### config.mk
export PLATFORM = sky130hd
export DESIGN_NAME = clk_div_prog
export DESIGN_NICKNAME = d
export VERILOG_FILES = /design/src/rtl/clk_div_pkg.sv /design/src/rtl/clk_div_prog.sv
export SDC_FILE = /design/constraint.sdc
export NUM_CORES = 1
export LEC_CHECK = 0
export CAP_MARGIN = 25
export CORE_ASPECT_RATIO = 0.6
export CORE_MARGIN = 2
export CORE_UTILIZATION = 60
export DETAILED_ROUTE_END_ITERATION = 8
export DONT_BUFFER_PORTS = 1
export GPL_TIMING_DRIVEN = 0
export PLACE_DENSITY = 0.84
export RECOVER_POWER = 100
export SLEW_MARGIN = 20
export SYNTH_ARGS = -nofsm -noshare
export SYNTH_HDL_FRONTEND = slang
export SYNTH_SLANG_ARGS = --single-unit
### constraint.sdc
create_clock -name i_clk -period 4.4 [get_ports i_clk]
set_input_delay 0.66 -clock i_clk [delete_from_list [all_inputs] [get_ports i_clk]]
set_output_delay 0.66 -clock i_clk [all_outputs]
set_load 0.03 [all_outputs]
### src/rtl/clk_div_pkg.sv
// Shared types and helpers for the programmable clock divider.
package clk_div_pkg;

    typedef enum logic {
        STOPPED = 1'b0,
        RUN     = 1'b1
    } clk_div_state_e;

    localparam int unsigned CLK_DIV_MIN_RATIO = 2;

    // Ratios below the minimum would collapse the low phase, so they saturate.
    function automatic logic [31:0] clk_div_clamp(input logic [31:0] ratio);
        return (ratio < CLK_DIV_MIN_RATIO) ? CLK_DIV_MIN_RATIO : ratio;
    endfunction

endpackage

### src/rtl/clk_div_prog.sv
// Programmable integer clock divider with registered, glitch-free output and
// ratio updates that only land on a period boundary.
module clk_div_prog
    import clk_div_pkg::*;
#(
    parameter int DIV_W   = 8,
    parameter int DIV_RST = 2
) (
    input  logic             i_clk,
    input  logic             i_rst,
    input  logic             i_enable,
    input  logic             i_div_valid,
    input  logic [DIV_W-1:0] i_div_ratio,
    output logic             o_div_ready,
    output logic             o_clk_div,
    output logic             o_clk_en,
    output logic             o_busy
);

    clk_div_state_e   state, state_n;
    logic [DIV_W-1:0] cnt, cnt_n;
    logic [DIV_W-1:0] ratio, ratio_n;
    logic [DIV_W-1:0] pend_ratio, pend_ratio_n;
    logic             pend_vld, pend_vld_n;
    logic [DIV_W-1:0] offer_ratio;
    logic             xfer;
    logic             wrap;

    // High while the count sits in the first ceil(n/2) cycles of the period.
    function automatic logic high_phase(input logic [DIV_W-1:0] c,
                                        input logic [DIV_W-1:0] n);
        logic [DIV_W:0] half;
        half = ({1'b0, n} + (DIV_W+1)'(1)) >> 1;
        return {1'b0, c} < half;
    endfunction

    assign offer_ratio = DIV_W'(clk_div_clamp(32'(i_div_ratio)));
    assign xfer        = i_div_valid && o_div_ready;
    assign wrap        = (state == RUN) && (cnt == ratio - DIV_W'(1));

    always_comb begin
        state_n      = state;
        cnt_n        = cnt;
        ratio_n      = ratio;
        pend_ratio_n = pend_ratio;
        pend_vld_n   = pend_vld;
        case (state)
            STOPPED: begin
                cnt_n = '0;
                if (pend_vld) begin
                    ratio_n    = pend_ratio;
                    pend_vld_n = 1'b0;
                end else if (xfer) begin
                    pend_ratio_n = offer_ratio;
                    pend_vld_n   = 1'b1;
                end
                if (i_enable) begin
                    state_n = RUN;
                end
            end
            RUN: begin
                if (wrap) begin
                    cnt_n = '0;
                    // A ratio offered on the wrap cycle itself goes straight in.
                    if (pend_vld) begin
                        ratio_n    = pend_ratio;
                        pend_vld_n = 1'b0;
                    end else if (xfer) begin
                        ratio_n = offer_ratio;
                    end
                    if (!i_enable) begin
                        state_n = STOPPED;
                    end
                end else begin
                    cnt_n = cnt + DIV_W'(1);
                    if (xfer) begin
                        pend_ratio_n = offer_ratio;
                        pend_vld_n   = 1'b1;
                    end
                end
            end
            default: state_n = STOPPED;
        endcase
    end

    always_ff @(posedge i_clk) begin
        if (i_rst) begin
            state       <= STOPPED;
            cnt         <= '0;
            ratio       <= DIV_W'(DIV_RST);
            pend_vld    <= 1'b0;
            o_clk_div   <= 1'b0;
            o_clk_en    <= 1'b0;
            o_busy      <= 1'b0;
            o_div_ready <= 1'b1;
        end else begin
            state       <= state_n;
            cnt         <= cnt_n;
            ratio       <= ratio_n;
            pend_vld    <= pend_vld_n;
            o_clk_div   <= (state_n == RUN) && high_phase(cnt_n, ratio_n);
            o_clk_en    <= (state_n == RUN) && (cnt_n == '0);
            o_busy      <= (state_n == RUN);
            o_div_ready <= !pend_vld_n;
        end
    end

    always_ff @(posedge i_clk) begin
        pend_ratio <= pend_ratio_n;
    end

endmodule

After elaboration in Yosys (flattened, before gate mapping)
Cells that the tools add are included.
- flip-flop bits (word level): 29
- bits in latches: 0
- memory bits (writable): 0
- memory bits (read-only): 0
- input bits: 12
- output and inout port bits: 4
- logic and storage cells: 44
- memories kept: 0
- add/subtract/negate cells: 3
- $mul: 0
- divide/modulo/power cells: 0
- order comparisons: 2
- equal/unequal tests: 3
- shift operators: 0
- mux-type cells: 20
- bitwise logic cells: 1
- reduce and logical (&&, ||, !) cells: 7
- operator list (cell ; number):
    $mux 8 ; 9
    $pmux 8 s2 ; 3
    $add 8x1->9 const B ; 1
    $add 8x1->8 const B ; 1
    $eq 8x8->1 ; 1
    $logic_not 8->1 ; 1
    $lt 8x2->1 const B ; 1
    $lt 8x8->1 ; 1
    $sub 8x1->8 const B ; 1
    $mux 1 ; 6
    $logic_and 1x1->1 ; 4
    $ne 2x2->1 const B ; 2
    $pmux 1 s2 ; 2
    $reduce_and 2->1 ; 1
    $logic_not 1->1 ; 1
    $not 1->1 ; 1

Longest topological paths before layout
- word-level depth: 9
- gate-level depth with buffers: 19

Least setup slack after synthesis
OpenSTA, ideal clock, no wires.
- path type: register to register
- from: register ratio[2]
- to: register o_clk_div
- setup time: 0.059 ns
- arrival time: 3.816 ns
- data required time: 4.341 ns
- setup slack: 0.525 ns
- cell stages (with the launch flop): 18
- path buffers: 2
- cells stage by stage: dfxtp_1 buf_6 or4_4 or4_4 a2111oi_2 o211ai_2 buf_6 a2111o_1 o221a_2 ha_1 nand2_1 xnor2_1 ha_1 a21o_1 a21o_1 a21oi_1 o2111ai_1 nand2_1
- word-level cells in the longest chain between the ends: 8
- RTL lines (item ; RTL line ; text):
    start: declaration ; clk_div_prog.sv:22 ; logic [DIV_W-1:0] ratio, ratio_n;
    start signal: assignment ; clk_div_prog.sv:90 ; ratio <= DIV_W'(DIV_RST);
    start signal: assignment ; clk_div_prog.sv:99 ; ratio <= ratio_n;
    $sub 8x1->8 ; clk_div_prog.sv:39 ; assign wrap = (state == RUN) && (cnt == ratio - DIV_W'(1));
    $eq 8x8->1 ; clk_div_prog.sv:39 ;
    $logic_and 1x1->1 ; clk_div_prog.sv:39 ;
    $mux 8 ; clk_div_prog.sv:62 ; if (wrap) begin
    $pmux 8 s2 ; clk_div_prog.sv:47 ; case (state)
    via ratio_n[1] ; clk_div_prog.sv:22 ;
    $add 8x1->9 ; clk_div_prog.sv:33 ; half = ({1'b0, n} + (DIV_W+1)'(1)) >> 1;
    $lt 8x8->1 ; clk_div_prog.sv:34 ; return {1'b0, c} < half;
    $logic_and 1x1->1 ; clk_div_prog.sv:101 ; o_clk_div <= (state_n == RUN) && high_phase(cnt_n, ratio_n);
    end signal: assignment ; clk_div_prog.sv:101 ;
    end: declaration ; clk_div_prog.sv:15 ; output logic o_clk_div,
The timed path passes the listed nets, and every way through them passes these cells.
A chain may end at the register's enable or synchronous reset.

Worst setup path in the final report
- from: register ratio[0]
- to: register o_clk_div
Same word-level chain as after synthesis.

==> summary.txt <==
Layout
  – Non-Filler Instances: 285
  – Design area: 0.00222 mm²
  – Area grow syn2layout: 9.93%
  – ANT cells: 0
  – Layout cells sized above 1: 0.121
  – Final layout net count: ~260

Synthesis
  – Post-synth top cells: 24 x nor2_1, 21 x dfxtp_1, 16 x nand2_1, 12 x clkbuf_1, 12 x xnor2_1
  – Most frequent cell after synthesis: nor2_1
  – Synth Register Bits: 29
  – Synth unique cells: 54
  – Synthesized net count: 254
  – Ys flop type: dfxtp_1
  – Yosys top cell area share: 0.208
  – FFs w/ async S/R, synth: 0
  – Post-synth EDFFs: 8
  – Biggest area consumer among synthesized cells: dfxtp_1
  – Post-Syn Instances: 232
  – Mapped cell area: 0.00202 mm²
  – Synth area leaders: dfxtp_1 21%, edfxtp_1 12%, ha_1 6.2%
  – Register area share after synthesis: 0.328
  – Average cell area after synthesis: 8.69 µm²
  – Synthesis Warnings: 0

Clock tree
  – H-tree depth: 2
  – TritonCTS buffer count: 5
  – Root Buffer: clkbuf_8
  – CTS Hold Buffers Added: 0
  – CTS Sinks: 29
  – Clk buf depth: 2
  – Worst-skew pair later-pin latency: 0.29 ns
  – Clock slew at reported path FFs: 0.07 ns
  – CTS tree: done

Hold path
  – Hold EP: ratio[7]
  – Hold path start: i_rst
  – Hold depth: 1
  – Hold Crit Class: input pin to flip-flop

Placement
  – HPWL after DPL: between 3000 and 4000 µm
  – Final Wtd Congestion: 0.901
  – Number of I/O port buffers: 0
  – Instance area at placement: 0.00207 mm²
  – Placed insts: approximately 280

Timing
  – Worst relative slew slack: 0.517
  – # setup viols final: 0
  – Setup TNS: 0 ns
  – Setup Skew: 0.00462 ns
  – Fin crit period: about 4.2 ns
  – Worst slew pin tran: 0.722 ns
  – Slew Limit Fails: 0
  – Fmax: 0.238 GHz
  – Final hold vios: 0
  – RSZ-0062 raised after global routing: false
  – Tcrit/Tclk final: 0.955

Global route
  – Largest net degree at the start of global routing: 11
  – GRT Overall Usage: 0.273
  – Vias in the first global route: 1583
  – Initial antenna violation count: 0
  – First-pass GRT wire length: 7840 µm
  – Overflow after GRT: 0

Detailed routing
  – Remaining antenna violation count: 0
  – Top routing layer in use: met4
  – Total number of vias: 1753
  – Drc violations: 0
  – WL/cell: 16.7 µm
  – WL met1: approximately 2400 µm
  – Pre-antenna DRT Iters: 5
  – Vias/cell: a little over 6
  – Metal3 WL: 389 µm
  – Metal2 WL: 1910 µm
  – DRT Wirelength: 4770 µm
  – 1st-iter DRT viols: 193

Die
  – Site Rows: 16
  – Die Ht: 48.9 µm
  – Width of the chip: around 80 µm
  – Die Area: 0.00386 mm²
  – Core area: 0.00324 mm²
  – Initial Util: 0.622
  – IO Count: 16

Critical path
  – Critical path type: flip-flop to flip-flop
  – Reg2Reg Depth: 17
  – Worst Setup End Kind: flip-flop
  – CP Launch Type: flip-flop
  – Reg2reg setup slack: approximately 0.2 ns
  – Worst r2r dst: o_clk_div
  – Crit Path Max Fanout: 10
  – Critical path required time: 4.63 ns
  – Reg-to-Reg Start: ratio[0]
  – CP arrival: 4.44 ns

Power and ir drop
  – Maximum VDD drop: 0.196 mV
  – PD cells: 394 mW/mm²
  – Static leakage: 0.902 nW

Flow run
  – Max-cap violations: 0

Outcome
  – Outcome: complete, no violations
==> per-stage QoR <==
| stage | power [mW] | hold slack (ns) | worst slack, ns | util |
|---|---|---|---|---|
| after floorplan | 0.488 | 0.500 | 0.525 | - |
| after detailed placement | 0.533 | 0.571 | 0.134 | 0.639 |
| after global routing | 0.906 | 0.435 | 0.0155 | 0.684 |
| final | 0.873 | 0.432 | 0.197 | 0.684 |
| after global placement | 0.526 | 0.563 | 0.192 | 0.639 |
| after CTS | 0.865 | 0.434 | 0.0741 | 0.681 |
==> power breakdown <==
part	leakage, nW	switching (mW)	internal [mW]
combinational	0.586	0.120	0.0883
sequential	0.248	0.0293	0.298
clock	0.0681	0.113	0.225
total	0.902	0.262	0.611
==> worst max-delay path by stage <==
stage | end | slack (ns) | cells after the start | from
after floorplan | o_clk_div | 0.53 | 17 | ratio[2]
after global placement | o_clk_div | 0.19 | 17 | ratio[0]
after detailed placement | o_clk_div | 0.13 | 18 | ratio[2]
after CTS | o_clk_div | 0.07 | 18 | ratio[2]
after global routing | o_clk_div | 0.02 | 18 | ratio[2]
final | o_clk_div | 0.20 | 17 | ratio[0]
==> layout make-up <==
type / count / area [µm²]
Fill cell: 276 / 1030
Sequential cell: 29 / 661
Multi-Input combinational cell: 176 / 1240
Tap cell: 45 / 56.3
Clock inverter: 3 / 65.1
Buffer: 18 / 91.3
Inverter: 9 / 33.8
Clock buffer: 5 / 68.8
==> placed cells by master, fill, tap and decap left out, types with 5 or more instances in the layout <==
master     n
nor2_1    24
dfxtp_1   21
nand2_1   16
clkbuf_1  13
xnor2_1   12
ha_1      10
inv_1      9
nor3_1     9
a21oi_1    9
nor2b_1    9
edfxtp_1   8
xor2_1     7
o21ai_0    7
nand3_1    6
mux2_2     5
mux2i_1    5
clkbuf_8   5
==> layer usage <==
layer  vias up  track usage
met4         0       0.0862
met2        65        0.372
li1        849            -
met5         -            0
met1       829        0.405
met3        10       0.0944
==> sequential cells by signal, summed over array words and instances, names as in the netlist <==
| name | cells |
|---|---|
| pend_vld | 1 |
| o_clk_en | 1 |
| o_div_ready | 1 |
| ratio | 8 |
| o_clk_div | 1 |
| pend_ratio | 8 |
| cnt | 8 |
| state | 1 |
==> repair_timing <==
action	4_1_cts	5_1_grt
gates resized for setup	0	2
setup endpoints to repair	0	1
endpoints found under the hold margin	0	0
buffers inserted	0	0
==> critical path, cell delays in order (launching register included) <==
cell and delay [ns]:
dfxtp_1 0.38, or4_4 0.57, or4_4 0.44, a2111oi_4 0.41
o211ai_2 0.14, buf_6 0.18, nand2_2 0.15, nand2_1 0.09
o221a_2 0.34, ha_1 0.24, nand2_1 0.09, xnor2_1 0.12
ha_1 0.27, a21o_1 0.16, a21o_1 0.17, a21oi_1 0.19
o2111ai_1 0.13, nand2_1 0.07
==> cells by family (layout without fill, tap and decap cells) <==
kind of cell | after synthesis | in the layout | share of synthesized area
adder cells (fa/ha/maj) | 10 | 10 | 0.0620
AND/OR/NAND/NOR | 89 | 89 | 0.228
flip-flops | 29 | 29 | 0.328
XOR/XNOR | 20 | 20 | 0.0937
multiplexers | 10 | 10 | 0.0527
AO/OA/AOI/OAI | 47 | 47 | 0.174
buffers and inverters | 27 | 35 | 0.0626
Note: power is estimated with default switching activity, not from simulation.
